### config.mk
export PLATFORM = sky130hd
export DESIGN_NAME = dot_product_seq_ctrl
export DESIGN_NICKNAME = d
export VERILOG_FILES = /design/src/rtl/mannix_dp_pkg.sv /design/src/rtl/dot_product_parallel.sv /design/src/rtl/dot_product_seq_ctrl_acc_sat.sv /design/src/rtl/dot_product_seq_ctrl.sv
export SDC_FILE = /design/constraint.sdc
export NUM_CORES = 1
export LEC_CHECK = 0
export ABC_AREA = 1
export BUFFER_PORTS_ARGS = -buffer_cell sky130_fd_sc_hd__buf_2
export CELL_PAD_IN_SITES_DETAIL_PLACEMENT = 0
export CELL_PAD_IN_SITES_GLOBAL_PLACEMENT = 1
export CORE_ASPECT_RATIO = 2
export CORE_MARGIN = 4
export CORE_UTILIZATION = 25
export CTS_CLUSTER_DIAMETER = 30
export DETAILED_ROUTE_END_ITERATION = 6
export PLACE_DENSITY_LB_ADDON = 0.1
export SLEW_MARGIN = 40
export SYNTH_ARGS = -nofsm -noshare
export SYNTH_HDL_FRONTEND = slang
export SYNTH_SLANG_ARGS = --single-unit
### constraint.sdc
create_clock -name clk -period 4.6 [get_ports clk]
set_clock_uncertainty 0.05 [all_clocks]
set_input_delay 0 -clock clk [delete_from_list [all_inputs] [get_ports clk]]
set_output_delay 0 -clock clk [all_outputs]
set_load 0.02 [all_outputs]
### src/rtl/mannix_dp_pkg.sv
// Shared types and helpers for the dot-product sequencer.
// FSM states, datapath widths, output saturation function.
package mannix_dp_pkg;

  typedef enum logic [1:0] {
    IDLE,
    RUN,
    FLUSH,
    OUT
  } dp_state_e;

  localparam int DP_OP_W  = 8;
  localparam int DP_SUM_W = 17;
  localparam int DP_SAT_W = 32;

  typedef struct packed {
    logic                       sat;
    logic signed [DP_SAT_W-1:0] val;
  } dp_sat_t;

  // Clamp a signed value into a w-bit signed range.
  function automatic dp_sat_t sat_to_w(
    input logic signed [DP_SAT_W-1:0] v,
    input int                         w
  );
    dp_sat_t                    r;
    logic signed [DP_SAT_W-1:0] hi;
    logic signed [DP_SAT_W-1:0] lo;
    hi = DP_SAT_W'((longint'(1) <<< (w - 1))
                   - longint'(1));
    lo = -hi - 1;
    r.sat = (v > hi) || (v < lo);
    if (v > hi)
      r.val = hi;
    else if (v < lo)
      r.val = lo;
    else
      r.val = v;
    return r;
  endfunction

endpackage

### src/rtl/dot_product_parallel.sv
// Combinational DEPTH-lane signed 8x8 dot product.
// Ports: i_a/i_b packed lanes, o_sum 17-bit chunk sum.
module dot_product_parallel
  import mannix_dp_pkg::*;
#(
  parameter int DEPTH = 4
) (
  input  logic [DP_OP_W*DEPTH-1:0]  i_a,
  input  logic [DP_OP_W*DEPTH-1:0]  i_b,
  output logic signed [DP_SUM_W-1:0] o_sum
);

  localparam int PW = 2 * DP_OP_W;

  logic signed [PW-1:0]       w_prod;
  logic signed [DP_SUM_W-1:0] w_sum;

  always_comb begin
    w_prod = '0;
    w_sum  = '0;
    for (int i = 0; i < DEPTH; i++) begin
      w_prod = $signed(i_a[i*DP_OP_W +: DP_OP_W])
             * $signed(i_b[i*DP_OP_W +: DP_OP_W]);
      w_sum  = w_sum
             + {{(DP_SUM_W-PW){w_prod[PW-1]}},
                w_prod};
    end
  end

  assign o_sum = w_sum;

endmodule

### src/rtl/dot_product_seq_ctrl_acc_sat.sv
// Vector accumulator with registered saturated result.
// Ports: clr/add/load controls, i_part chunk sum, o_res/o_sat.
module dp_acc_sat
  import mannix_dp_pkg::*;
#(
  parameter int ACC_W = 22,
  parameter int OUT_W = 16
) (
  input  logic                       clk,
  input  logic                       rst_n,
  input  logic                       i_clr,
  input  logic                       i_add,
  input  logic                       i_load,
  input  logic signed [DP_SUM_W-1:0] i_part,
  output logic [OUT_W-1:0]           o_res,
  output logic                       o_sat
);

  logic signed [ACC_W-1:0] r_acc;
  logic signed [ACC_W-1:0] w_acc_nxt;
  logic [OUT_W-1:0]        r_res;
  logic                    r_sat;
  dp_sat_t                 w_s;
  logic                    w_unused_hi;

  always_comb begin
    w_acc_nxt = r_acc;
    if (i_clr)
      w_acc_nxt = '0;
    else if (i_add)
      w_acc_nxt = r_acc
                + {{(ACC_W-DP_SUM_W){i_part[DP_SUM_W-1]}},
                   i_part};
  end

  // Result is captured from the next accumulator value so the
  // last chunk added on the way into OUT is already included.
  assign w_s = sat_to_w(DP_SAT_W'(w_acc_nxt), OUT_W);
  assign w_unused_hi = ^w_s.val[DP_SAT_W-1:OUT_W];

  always_ff @(posedge clk or negedge rst_n) begin
    if (!rst_n) begin
      r_acc <= '0;
      r_res <= '0;
      r_sat <= 1'b0;
    end else begin
      r_acc <= w_acc_nxt;
      if (i_load) begin
        r_res <= w_s.val[OUT_W-1:0];
        r_sat <= w_s.sat;
      end
    end
  end

  assign o_res = r_res;
  assign o_sat = r_sat;

endmodule

### src/rtl/dot_product_seq_ctrl.sv
// Chunked dot-product sequencer: streams DEPTH-lane chunks,
// accumulates per vector, returns one saturated result.
// Ports: start/cfg_len/busy control, in_* chunk stream,
// out_* result stream.
module dot_product_seq_ctrl
  import mannix_dp_pkg::*;
#(
  parameter  int DEPTH      = 4,
  parameter  int MAX_CHUNKS = 16,
  parameter  int OUT_W      = 16,
  localparam int CNT_W      = $clog2(MAX_CHUNKS + 1),
  localparam int ACC_W      = DP_SUM_W + CNT_W
) (
  input  logic                     clk,
  input  logic                     rst_n,
  input  logic                     start,
  input  logic [CNT_W-1:0]         cfg_len,
  output logic                     busy,
  input  logic                     in_valid,
  output logic                     in_ready,
  input  logic [DP_OP_W*DEPTH-1:0] in_a,
  input  logic [DP_OP_W*DEPTH-1:0] in_b,
  output logic                     out_valid,
  input  logic                     out_ready,
  output logic [OUT_W-1:0]         out_res,
  output logic                     out_sat
);

  localparam logic [CNT_W-1:0] MAXC = CNT_W'(MAX_CHUNKS);

  dp_state_e                 r_state;
  dp_state_e                 w_next;
  logic [CNT_W-1:0]          r_cnt;
  logic [CNT_W-1:0]          r_len;
  logic [CNT_W-1:0]          w_len;
  logic signed [DP_SUM_W-1:0] r_p;
  logic                      r_p_vld;
  logic signed [DP_SUM_W-1:0] w_sum;
  logic                      w_start_acc;
  logic                      w_in_hs;
  logic                      w_last;
  logic                      w_load;

  dot_product_parallel #(
    .DEPTH (DEPTH)
  ) u_dp (
    .i_a   (in_a),
    .i_b   (in_b),
    .o_sum (w_sum)
  );

  assign w_len  = (cfg_len > MAXC) ? MAXC : cfg_len;
  assign w_last = (r_cnt + 1'b1) == r_len;

  always_comb begin
    w_next      = r_state;
    w_start_acc = 1'b0;
    w_in_hs     = 1'b0;
    unique case (r_state)
      IDLE: begin
        if (start) begin
          w_start_acc = 1'b1;
          w_next = (w_len == '0) ? OUT : RUN;
        end
      end
      RUN: begin
        if (in_valid) begin
          w_in_hs = 1'b1;
          if (w_last)
            w_next = FLUSH;
        end
      end
      FLUSH: w_next = OUT;
      OUT: begin
        if (out_ready)
          w_next = IDLE;
      end
      default: w_next = IDLE;
    endcase
    w_load = (w_next == OUT) && (r_state != OUT);
  end

  always_ff @(posedge clk or negedge rst_n) begin
    if (!rst_n)
      r_state <= IDLE;
    else
      r_state <= w_next;
  end

  always_ff @(posedge clk or negedge rst_n) begin
    if (!rst_n) begin
      r_cnt   <= '0;
      r_len   <= '0;
      r_p     <= '0;
      r_p_vld <= 1'b0;
    end else begin
      if (w_start_acc) begin
        r_len <= w_len;
        r_cnt <= '0;
      end else if (w_in_hs) begin
        r_cnt <= r_cnt + 1'b1;
      end
      r_p_vld <= w_in_hs;
      if (w_in_hs)
        r_p <= w_sum;
    end
  end

  dp_acc_sat #(
    .ACC_W (ACC_W),
    .OUT_W (OUT_W)
  ) u_acc (
    .clk    (clk),
    .rst_n  (rst_n),
    .i_clr  (w_start_acc),
    .i_add  (r_p_vld),
    .i_load (w_load),
    .i_part (r_p),
    .o_res  (out_res),
    .o_sat  (out_sat)
  );

  assign busy      = (r_state != IDLE);
  assign in_ready  = (r_state == RUN);
  assign out_valid = (r_state == OUT);

endmodule

* Word level (Yosys, flattened, before mapping)
Cells that the tools add are included.
** Storage, ports and cells
- Logic and storage cells :: 49
- Bits of input ports :: 74
- Register bits after elaboration :: 69
** Operators by class
- Reductions and logical operators :: 6
- Equal/unequal tests :: 6
- Mux-type cells :: 17
- Multiply operators :: 4
- Add/sub/neg operators :: 5
- $lt $le $gt $ge :: 3
** Operators by type and width (number)
- $mul A8 B8 Y16 :: 4
- $mux W22 :: 2
- $add A17 B17 Y17 :: 2
- $mux W16 :: 2
- $add A22 B22 Y22 :: 1
- $gt A22 B16 Y1 const B :: 1
- $lt A22 B16 Y1 const B :: 1
- $add A16 B16 Y17 :: 1
- $mux W5 :: 3
- $mux W2 :: 5
- $pmux W2 S4 :: 1
- $eq A2 B2 Y1 const B :: 3
- $add A5 B1 Y5 const B :: 1
- $eq A5 B5 Y1 :: 1
- $gt A5 B5 Y1 const B :: 1
- $logic_not A5 Y1 :: 1
- $mux W1 :: 4
- $reduce_bool A2 Y1 :: 2
- $eq A2 B1 Y1 const B :: 1
- $logic_not A2 Y1 :: 1
- $ne A2 B2 Y1 const B :: 1
- $logic_and A1 B1 Y1 :: 1
- $logic_or A1 B1 Y1 :: 1

* Logic depth before layout (Yosys ltp)
Gate-level depths: netlist of run 1.
- Depth after elaboration :: 8
- Mapped depth :: 42
- Mapped depth without buffers :: 41

* By module
From an unflattened synthesis of run 1, not the netlist that was laid out.
** Second synthesis, totals
- Cells, all modules :: 2208
- Area total of the unflattened synthesis :: 16580.9 um^2
** Modules (own cells, without submodules)
- dot_product_parallel :: area each 12027.8 um^2, cells each 1559, seq. area each 0.0 um^2, instances 1
- dp_acc_sat :: area each 3211.8 um^2, cells each 483, seq. area each 975.9 um^2, instances 1
- dot_product_seq_ctrl :: area each 1341.3 um^2, cells each 166, seq. area each 750.7 um^2, instances 1

* Least setup slack after synthesis of run 1
OpenSTA, ideal clock, no wires.
- Path type :: in2reg
- Start :: input port in_a[24]
- End :: register r_p[16]
- Arrival :: 8060 ps
- Setup slack :: -3628 ps
- Cell stages on the path :: 40
- Required time :: 4432 ps
- Cell sequence :: clkbuf_1 > or2_2 > fa_1 > fa_1 > inv_1 > fa_1 > inv_1 > fa_1 > inv_1 > ha_1 > a21o_1 > a31oi_1 > o21ai_0 > nand2_1 > nand2_1 > nand2_1 > nand2_1 > xor2_1 > (+4 left out) > ha_1 > fa_1 > inv_1 > fa_1 > inv_1 > fa_1 > ha_1 > ha_1 > nand2_1 > nor2_1 > nand3_1 > nand3_1 > nand2_1 > a21oi_1 > nor2_1 > nand3b_1 > nand3_1 > nand2_1
** Between the ends
- Longest elaborated chain between the ends :: 2
** Ends and longest elaborated chain
- start, declared :: RTL line dot_product_seq_ctrl.sv:21 : input logic [DP_OP_W*DEPTH-1:0] in_a,
- $mul A8 B8 Y16 :: RTL line dot_product_parallel.sv:23 : * $signed(i_b[i*DP_OP_W +: DP_OP_W]);
- $add A17 B17 Y17 :: RTL line dot_product_parallel.sv:25 : + {{(DP_SUM_W-PW){w_prod[PW-1]}},
- end signal, assigned :: RTL line dot_product_seq_ctrl.sv:105 : r_p <= w_sum;
- end, declared :: RTL line dot_product_seq_ctrl.sv:36 : logic signed [DP_SUM_W-1:0] r_p;
Every way passes these cells.
A chain may end at the register's enable or synchronous reset.

* Final worst setup path of run 1
- Start :: input port in_a[27]
- End :: register r_p[16]
Same word-level chain as after synthesis.

==> impl_metrics.py, run 1 <==
metrics = {
    "die": {
        "dieArea_sq_um": 69100,
        "ios": 94,
        "die_x_um": 188,
        "rows": 131,
        "start_util": 0.253,
        "die_h_um": 368,
        "core_sq_um": 63900,
    },
    "place": {
        "place_ws_ps": -3800,
        "portBuffers": 93,
        "postPlaceCellArea_sq_um": 19700,
        "dp_hpwl_mm": 51.2,
        "place.gp.congestion": 0.850,
    },
    "clock_network": {
        "cts_sinks": 69,
        "cts_htree_levels": 3,
        "clk_latency_ps": 360,
        "cts-root-buf": "clkbuf_16",
        "clk_pin_slew_ps": 60,
        "cts.path.max_buffers": 2,
        "cts_tree": "yes",
        "cts_buffers": 9,
    },
    "cells_and_area": {
        "drive_gt1_frac": 0.292,
        "nets": 2873,
        "fin_area_sq_um": 21300,
        "areaGrowthSynthToFinish_pct": 31.6,
    },
    "drt": {
        "ant_nets": 0,
        "vias": 13100,
        "finalWirelength_mm": 55.3,
        "drc": 0,
        "first_pass_iters": 4,
        "vias_per_cell": 4.15,
        "drt-initial-drc-count": 277,
        "routedWlPerCell_um": 17.5,
    },
    "setup_path": {
        "crit_required_ps": 4860,
        "rr_worst_depth": 20,
        "crit_arrival_ps": 8000,
        "crit_top_cell": "fa_1",
        "cp_max_fo": 6,
        "rrSetupSlack_ps": 1570,
        "critical_path.max_stage_delay_ps": 580,
        "r2r-end": "u_acc.o_res[1]$_DFFE_PN0P_",
        "critPathKind": "in -> reg",
        "worst_path_max_delay_cell": "fa_1",
        "crit_path_end_kind": "flop",
        "crit_path_start_kind": "primary input",
        "r2r-start": "r_p[0]$_DFFE_PN0P_",
        "cp-startpoint": "in_a[27]",
    },
    "logic_synthesis": {
        "async_reset_ff_frac": 1.00,
        "avgSynthCellArea_sq_um": 7.82,
        "ys_types": 40,
        "synth_top_area_share": 0.351,
        "synth-seq-cells": 69,
        "netlist_area_sq_um": 16200,
        "ys_seq_area_frac": 0.107,
        "yosysTopAreaCell": "fa_1",
        "yosys_warnings": 0,
        "netlist_instances": 2069,
        "synthFlopType": "dfrtp_1",
        "synth_nets": 2580,
        "synth.area.top_cells": "fa_1 35%, inv_1 14%, ha_1 12%, nand2_1 11%, dfrtp_1 11%",
        "synth-edff-count": 0,
    },
    "sta": {
        "setup_ws_ps": -3140,
        "final_hold_viol_count": 0,
        "finalCritPeriodShare": 1.68,
        "slew_violations": 0,
        "timing.final.crit_period_ps": 7740,
        "slew_headroom": 0.520,
        "worst-slew-pin-transition_ps": 720,
        "rsz0062_at_grt": "yes",
        "finalSetupTns_ps": -33930,
        "finalSetupViolCount": 14,
        "max_freq_mhz": 129,
    },
    "grt": {
        "grt_use_total": 0.164,
        "grt_pass1_vias": 15300,
        "grt_pass1_wl_mm": 85.2,
        "antenna_found_initial": 5,
        "grt_max_degree": 42,
        "overflow": 0,
    },
    "job": {
        "maxCapViolCount": 0,
    },
    "run_status": {
        "status": "finished with violations",
        "violations": "setup timing",
    },
    "min_path": {
        "hold_path.class": "in -> reg",
        "worstHoldPathCells": 3,
        "hold_start": "start",
        "holdPathEnd": "r_state[0]$_DFF_PN0_",
    },
}
==> cell families after synthesis <==
group | Yosys count | share of synthesized area
AO/OA/AOI/OAI | 115 | 0.0392
AND/OR/NAND/NOR | 688 | 0.184
XOR/XNOR | 73 | 0.0395
adder cells (fa/ha/maj) | 437 | 0.470
flip-flops | 69 | 0.107
buffers and inverters | 687 | 0.161
==> metrics by stage <==
stage	hold WS, ps	utilization	instances
floorplan	-346	-	2069
global route	30.9	0.333	3166
finish	21.2	0.333	3168
CTS	5.10	0.328	3156
global placement	-69.0	0.308	3118
detailed placement	-69.7	0.308	3118
==> worst max-delay path by stage <==
stage | endpoint | cells past startpoint
detailed placement | r_p[16]$_DFFE_PN0P_ | 39
CTS | r_p[16]$_DFFE_PN0P_ | 40
global placement | r_p[16]$_DFFE_PN0P_ | 39
floorplan | r_p[16]$_DFFE_PN0P_ | 40
finish | r_p[16]$_DFFE_PN0P_ | 37
global route | r_p[16]$_DFFE_PN0P_ | 40
==> layout make-up <==
type / count / area, sq um
diodes: 3 / 7.51
clock buffers: 9 / 225
clock inverters: 7 / 98.8
fillers: 6901 / 42600
inverters: 612 / 2300
multi-input cells: 1313 / 13200
flip-flops and latches: 69 / 1730
well taps: 798 / 998
repair buffers: 357 / 2740
==> flip-flops by register name, indices dropped and copies added (netlist names) <==
name         count
r_cnt            5
r_state          2
u_acc.o_res     16
r_p             17
r_p_vld          1
u_acc.o_sat      1
r_len            5
u_acc.r_acc     22
==> worst max-delay path, delay by kind of cell <==
kind	cells	cell delay [ps]
xor+xnor	1	110
compound gates	6	790
simple gates	8	760
buf+inv	9	760
fa+ha+maj	13	5620
==> routing by layer <==
metal / global-route usage / up-vias / routed length (um)
li1: - / 6494 / -
met1: 0.117 / 6399 / 14400
met2: 0.382 / 171 / 36300
met3: 0.0111 / 79 / 826
met4: 0.0964 / 2 / 3740
met5: 0 / - / 11
==> synthesized netlist by cell type (2+ instances only) <==
cell / n
a31oi_1: 3
nand2_4: 3
o21bai_1: 4
dfrtp_1: 69
o221ai_1: 2
nand4_1: 8
nor2_4: 6
nor3_1: 5
inv_1: 598
inv_2: 14
nand2_2: 34
buf_2: 3
o21ai_0: 43
ha_1: 153
clkbuf_1: 66
buf_1: 3
a21oi_1: 45
nand3_1: 35
fa_1: 284
nand2_1: 472
xnor2_1: 34
a21o_1: 6
a21oi_2: 2
xor2_1: 39
nand3_2: 13
or2_2: 17
o21ai_1: 3
o22ai_1: 3
nor2_1: 82
nor2_2: 10
==> placed cells by master (no fill, tap or decap), drive strengths merged <==
| master | count |
|---|---|
| fa | 284 |
| a21oi | 47 |
| ha | 153 |
| dlygate4sd3 | 11 |
| and2 | 1 |
| a221oi | 1 |
| o21bai | 4 |
| inv | 613 |
| diode | 3 |
| clkinvlp | 1 |
| xor2 | 39 |
| a31oi | 3 |
| a21o | 6 |
| nand2 | 509 |
| nand3b | 1 |
| bufinv | 2 |
| o221ai | 2 |
| nand3 | 49 |
| clkbuf | 9 |
| o31ai | 1 |
| buf | 346 |
| o22ai | 3 |
| a211oi | 1 |
| clkinv | 3 |
| o21ai | 46 |
| o211ai | 1 |
| nand4 | 8 |
| xnor2 | 34 |
| nor3 | 5 |
| nor2 | 98 |
| or2 | 17 |
| dfrtp | 69 |
==> what timing repair did <==
item | 4_1_cts | 5_1_grt
buffers inserted | 13 | 11
hold buffers | 11 | 0
setup endpoints to repair | 14 | 14
gates cloned | 0 | 0
hold endpoints to repair | 34 | 0
pin swaps | 144 | 108
resized for setup | 165 | 84
Power of run 1 is left out: the tool's default activity adds up to more than one toggle a clock period on the data nets, which glitch-free logic cannot reach.
==> run 2: changes to the inputs <==
SETUP_SLACK_MARGIN = 0.5   (was unset)
==> run 2 against run 1 <==
- the run still ends with setup timing left
- first-iteration DRC count rose by 15%
- global-route usage rose by 0.093 points
- sequential share of layout area barely moved
- cell count barely moved
- fmax fell by 0.67%
- hold slack improved by 54 ps
- die area did not move
- non-clock buffer count rose by 3
- highest routed layer unchanged
==> impl_metrics.py, run 2 (synthesis gave the netlist of run 1 again) <==
metrics = {
    "drt": {
        "routedWlPerCell_um": 17.5,
        "finalWirelength_mm": 55.5,
        "vias": 13200,
        "vias_per_cell": 4.16,
        "drt-initial-drc-count": 318,
        "first_pass_iters": 4,
        "ant_nets": 0,
        "drc": 0,
    },
    "sta": {
        "slew_headroom": 0.498,
        "worst-slew-pin-transition_ps": 753,
        "finalCritPeriodShare": 1.69,
        "rsz0062_at_grt": "yes",
        "timing.final.crit_period_ps": 7790,
        "setup_ws_ps": -3190,
        "finalSetupViolCount": 13,
        "max_freq_mhz": 128,
        "slew_violations": 0,
        "final_hold_viol_count": 0,
    },
    "grt": {
        "grt_pass1_wl_mm": 85.8,
        "grt_use_total": 0.165,
        "overflow": 0,
        "grt_max_degree": 38,
        "antenna_found_initial": 5,
        "grt_pass1_vias": 15500,
    },
    "clock_network": {
        "cts_htree_levels": 3,
        "cts_tree": "yes",
        "cts_buffers": 9,
        "clk_pin_slew_ps": 60,
        "clk_latency_ps": 360,
        "cts-root-buf": "clkbuf_16",
        "cts_sinks": 69,
        "cts.path.max_buffers": 2,
    },
    "setup_path": {
        "crit_top_cell": "fa_1",
        "crit_path_start_kind": "primary input",
        "worst_path_max_delay_cell": "fa_1",
        "crit_required_ps": 4800,
        "critPathKind": "in -> reg",
        "rrSetupSlack_ps": 1480,
        "cp_max_fo": 5,
        "crit_path_end_kind": "flop",
        "crit_arrival_ps": 8000,
        "critical_path.max_stage_delay_ps": 550,
    },
    "place": {
        "dp_hpwl_mm": 50.8,
        "portBuffers": 93,
        "place_ws_ps": -3850,
        "place.gp.congestion": 0.831,
    },
    "cells_and_area": {
        "largest_reg_flops": 22,
        "nets": 2876,
        "areaGrowthSynthToFinish_pct": 31.4,
        "drive_gt1_frac": 0.285,
        "mostFrequentLayoutCell": "inv_1",
        "top_register": "u_acc.r_acc",
        "final_cell_mix": "540 x inv_1, 441 x nand2_1, 265 x fa_1, 218 x buf_4, 90 x ha_1",
    },
    "min_path": {
        "hold_path.class": "in -> async",
    },
    "run_status": {
        "status": "finished with violations",
        "violations": "setup timing",
    },
    "die": {
        "die_x_um": 188,
        "die_h_um": 368,
        "start_util": 0.253,
        "ios": 94,
        "core_sq_um": 63900,
        "rows": 131,
        "dieArea_sq_um": 69100,
    },
    "job": {
        "maxCapViolCount": 0,
    },
}
[run 2: cell count changes in the layout (fill, tap and decap cells not counted), moves of 3 or more]
cell      delta
buf_4       -10
nor2_2       -4
buf_6       +11
nand2_4      +4
ha_1         -3
a21oi_4      -5
xnor2_1      +3
nor2_1       +5
clkbuf_1     +3
a21oi_1      +5
nand2_2      -4
[run 2: per-stage QoR]
step                      setup TNS (ps)  std cells   util  area (sq um)  hold WS (ps)
after global routing              -37030       3168  0.333         21300           144
after detailed placement          -41970       3118  0.308         19700         -53.8
after global placement            -41940       3118  0.308         19700         -60.1
after floorplan                   -31440       2069      -         17000          -346
after CTS                         -34060       3159  0.327         20900          89.9
final                             -33760       3170  0.333         21300          75.4
[run 2: worst max-delay path, delay by kind of cell]
kind / cells / cell delay [ps]
fa+ha+maj: 13 / 5510
simple gates: 13 / 1060
buf+inv: 10 / 800
xor+xnor: 1 / 150
compound gates: 4 / 480
[run 2: final cells by class]
class	instances	area [sq um]
Timing Repair Buffer	360	2820
Multi-Input combinational cell	1313	13100
Clock inverter	4	72.6
Antenna cell	2	5.00
Tap cell	798	998
Inverter	612	2300
Fill cell	6836	42700
Sequential cell	69	1730
Clock buffer	12	236
[run 2: worst paths after layout]
kind                                              start                         end  depth (start not counted)
worst max-delay path                           in_a[28]         r_p[16]$_DFFE_PN0P_                         41
worst min-delay path                              rst_n          r_p[3]$_DFFE_PN0P_                          2
worst max register to register       r_p[0]$_DFFE_PN0P_  u_acc.o_res[0]$_DFFE_PN0P_                         20
worst min register to register  u_acc.o_sat$_DFFE_PN0P_     u_acc.o_sat$_DFFE_PN0P_                          2
max in group asynchronous                         rst_n        r_cnt[4]$_DFFE_PN0P_                          3
min in group clk                              out_ready        r_state[1]$_DFF_PN0_                          6
[run 2: what timing repair did]
item | CTS | global route
pin swaps | 146 | 65
resized for setup | 164 | 73
cloned | 0 | 0
endpoints found under the hold margin | 38 | 0
setup buffers | 13 | 9
endpoints found under the setup margin | 14 | 14
hold buffers | 12 | 0
[run 2: metal layers]
layer	GRT usage	routed length [um]	vias to the layer above
li1	-	-	6495
met3	0.0121	864	92
met2	0.384	36500	183
met4	0.0920	3580	2
met1	0.120	14600	6404
met5	0	13	-
Power of run 2 is left out for the same reason.
==> run 3: changes to the inputs <==
clock period = 9.3 ns   (was 4.6 ns; I/O delays follow)
==> run 3 against run 2 <==
- the run now ends clean
- final area fell by 16%
- non-clock buffer count down 250
- highest routed layer unchanged
- hold slack lost 59 ps
==> impl_metrics.py, run 3 (synthesis gave the netlist of run 1 again) <==
metrics = {
    "setup_path": {
        "cp-startpoint": "in_b[17]",
        "crit_top_cell": "fa_1",
        "rr_worst_depth": 20,
        "crit_path_start_kind": "primary input",
        "rrSetupSlack_ps": 6280,
        "crit_arrival_ps": 8480,
        "r2r-start": "u_acc.r_acc[0]$_DFF_PN0_",
        "critPathKind": "in -> reg",
        "crit_path_end_kind": "flop",
        "cp_max_fo": 8,
        "worst_path_max_delay_cell": "xnor2_1",
        "r2r-end": "u_acc.o_res[5]$_DFFE_PN0P_",
        "crit_required_ps": 9490,
        "critical_path.max_stage_delay_ps": 630,
    },
    "grt": {
        "grt_use_total": 0.158,
        "overflow": 0,
        "grt_max_degree": 51,
        "antenna_found_initial": 10,
        "grt_pass1_vias": 14100,
        "grt_pass1_wl_mm": 82.2,
    },
    "drt": {
        "top_layer": "met5",
        "first_pass_iters": 4,
        "vias": 12200,
        "drc": 0,
        "route.met3.wl_mm": 1.01,
        "ant_nets": 0,
        "finalWirelength_mm": 53.5,
        "drt-initial-drc-count": 309,
        "wl_met1_mm": 14.9,
        "wl_met2_mm": 34.8,
        "vias_per_cell": 4.17,
        "routedWlPerCell_um": 18.3,
    },
    "sta": {
        "worst-slew-pin-transition_ps": 726,
        "timing.final.crit_period_ps": 8290,
        "rsz0062_at_grt": "no",
        "final_hold_viol_count": 0,
        "setup_ws_ps": 1010,
        "max_freq_mhz": 121,
        "finalSetupViolCount": 0,
        "slew_violations": 0,
        "finalSetupTns_ps": 0,
        "slew_headroom": 0.512,
        "finalCritPeriodShare": 0.891,
    },
    "min_path": {
        "worstHoldPathCells": 3,
        "hold_start": "start",
        "holdPathEnd": "r_state[0]$_DFF_PN0_",
        "hold_path.class": "in -> reg",
    },
    "die": {
        "dieArea_sq_um": 69100,
        "die_h_um": 368,
        "start_util": 0.253,
        "ios": 94,
        "die_x_um": 188,
        "core_sq_um": 63900,
        "rows": 131,
    },
    "cells_and_area": {
        "top_register": "u_acc.r_acc",
        "largest_reg_flops": 22,
        "fin_area_sq_um": 17900,
        "mostFrequentLayoutCell": "inv_1",
        "areaGrowthSynthToFinish_pct": 10.6,
        "final_cell_mix": "598 x inv_1, 470 x nand2_1, 283 x fa_1, 150 x ha_1, 92 x buf_2",
        "nets": 2626,
        "drive_gt1_frac": 0.107,
        "layout.cells.non_filler": 2923,
    },
    "place": {
        "place_ws_ps": 406,
        "dp.cells": 2891,
        "dp_hpwl_mm": 49.4,
        "portBuffers": 93,
        "postPlaceCellArea_sq_um": 17400,
        "place.gp.congestion": 0.827,
    },
    "clock_network": {
        "cts_sinks": 69,
        "cts_buffers": 9,
        "cts_htree_levels": 3,
        "clk_latency_ps": 350,
        "clk_pin_slew_ps": 60,
        "cts-root-buf": "clkbuf_16",
        "cts.path.max_buffers": 2,
        "cts_tree": "yes",
    },
    "run_status": {
        "status": "completed",
    },
    "job": {
        "maxCapViolCount": 0,
    },
}
run 3: cell count changes in the layout (fill, tap and decap cells not counted), sizes merged:
cell and change:
buf -248, clkbuf -2, diode +3, dlygate4sd3 -2, inv +2
run 3: timing repair:
action,CTS,global route
endpoints found under the hold margin,25,0
hold buffers,10,0
endpoints found under the setup margin,0,3
gates resized for setup,0,14
setup buffers,0,1
run 3: final cells by class:
| class | count | area, sq um |
|---|---|---|
| Sequential cell | 69 | 1730 |
| Multi-Input combinational cell | 1313 | 11900 |
| Inverter | 612 | 2300 |
| Clock inverter | 6 | 93.8 |
| Tap cell | 798 | 998 |
| Antenna cell | 5 | 12.5 |
| Clock buffer | 10 | 239 |
| Fill cell | 7052 | 46000 |
| Timing Repair Buffer | 110 | 621 |
run 3: worst max-delay path by stage:
stage / endpoint / slack [ps] / cells past startpoint
floorplan: r_p[16]$_DFFE_PN0P_ / 1070 / 40
global placement: r_p[16]$_DFFE_PN0P_ / 420 / 42
detailed placement: r_p[16]$_DFFE_PN0P_ / 410 / 42
CTS: r_p[16]$_DFFE_PN0P_ / 750 / 42
global route: r_p[16]$_DFFE_PN0P_ / 510 / 40
finish: r_p[16]$_DFFE_PN0P_ / 1010 / 35
run 3: worst max-delay path, delay by kind of cell:
kind	cells	cell delay (ps)
AO/OA/AOI/OAI	3	680
XOR/XNOR	1	630
adder cells (fa/ha/maj)	14	5810
buffers and inverters	9	570
AND/OR/NAND/NOR	8	740
run 3: stage by stage:
| step | hold slack, ps | utilization |
|---|---|---|
| floorplan | -346 | - |
| global placement | -126 | 0.272 |
| detailed placement | -135 | 0.272 |
| CTS | 1.67 | 0.279 |
| global route | 19.5 | 0.280 |
| finish | 16.7 | 0.280 |
run 3: layer usage:
layer | vias up | global-route usage
li1 | 6005 | -
met1 | 5940 | 0.124
met2 | 163 | 0.366
met3 | 73 | 0.0140
met4 | 6 | 0.0674
met5 | - | 0
Power of run 3 is left out for the same reason.
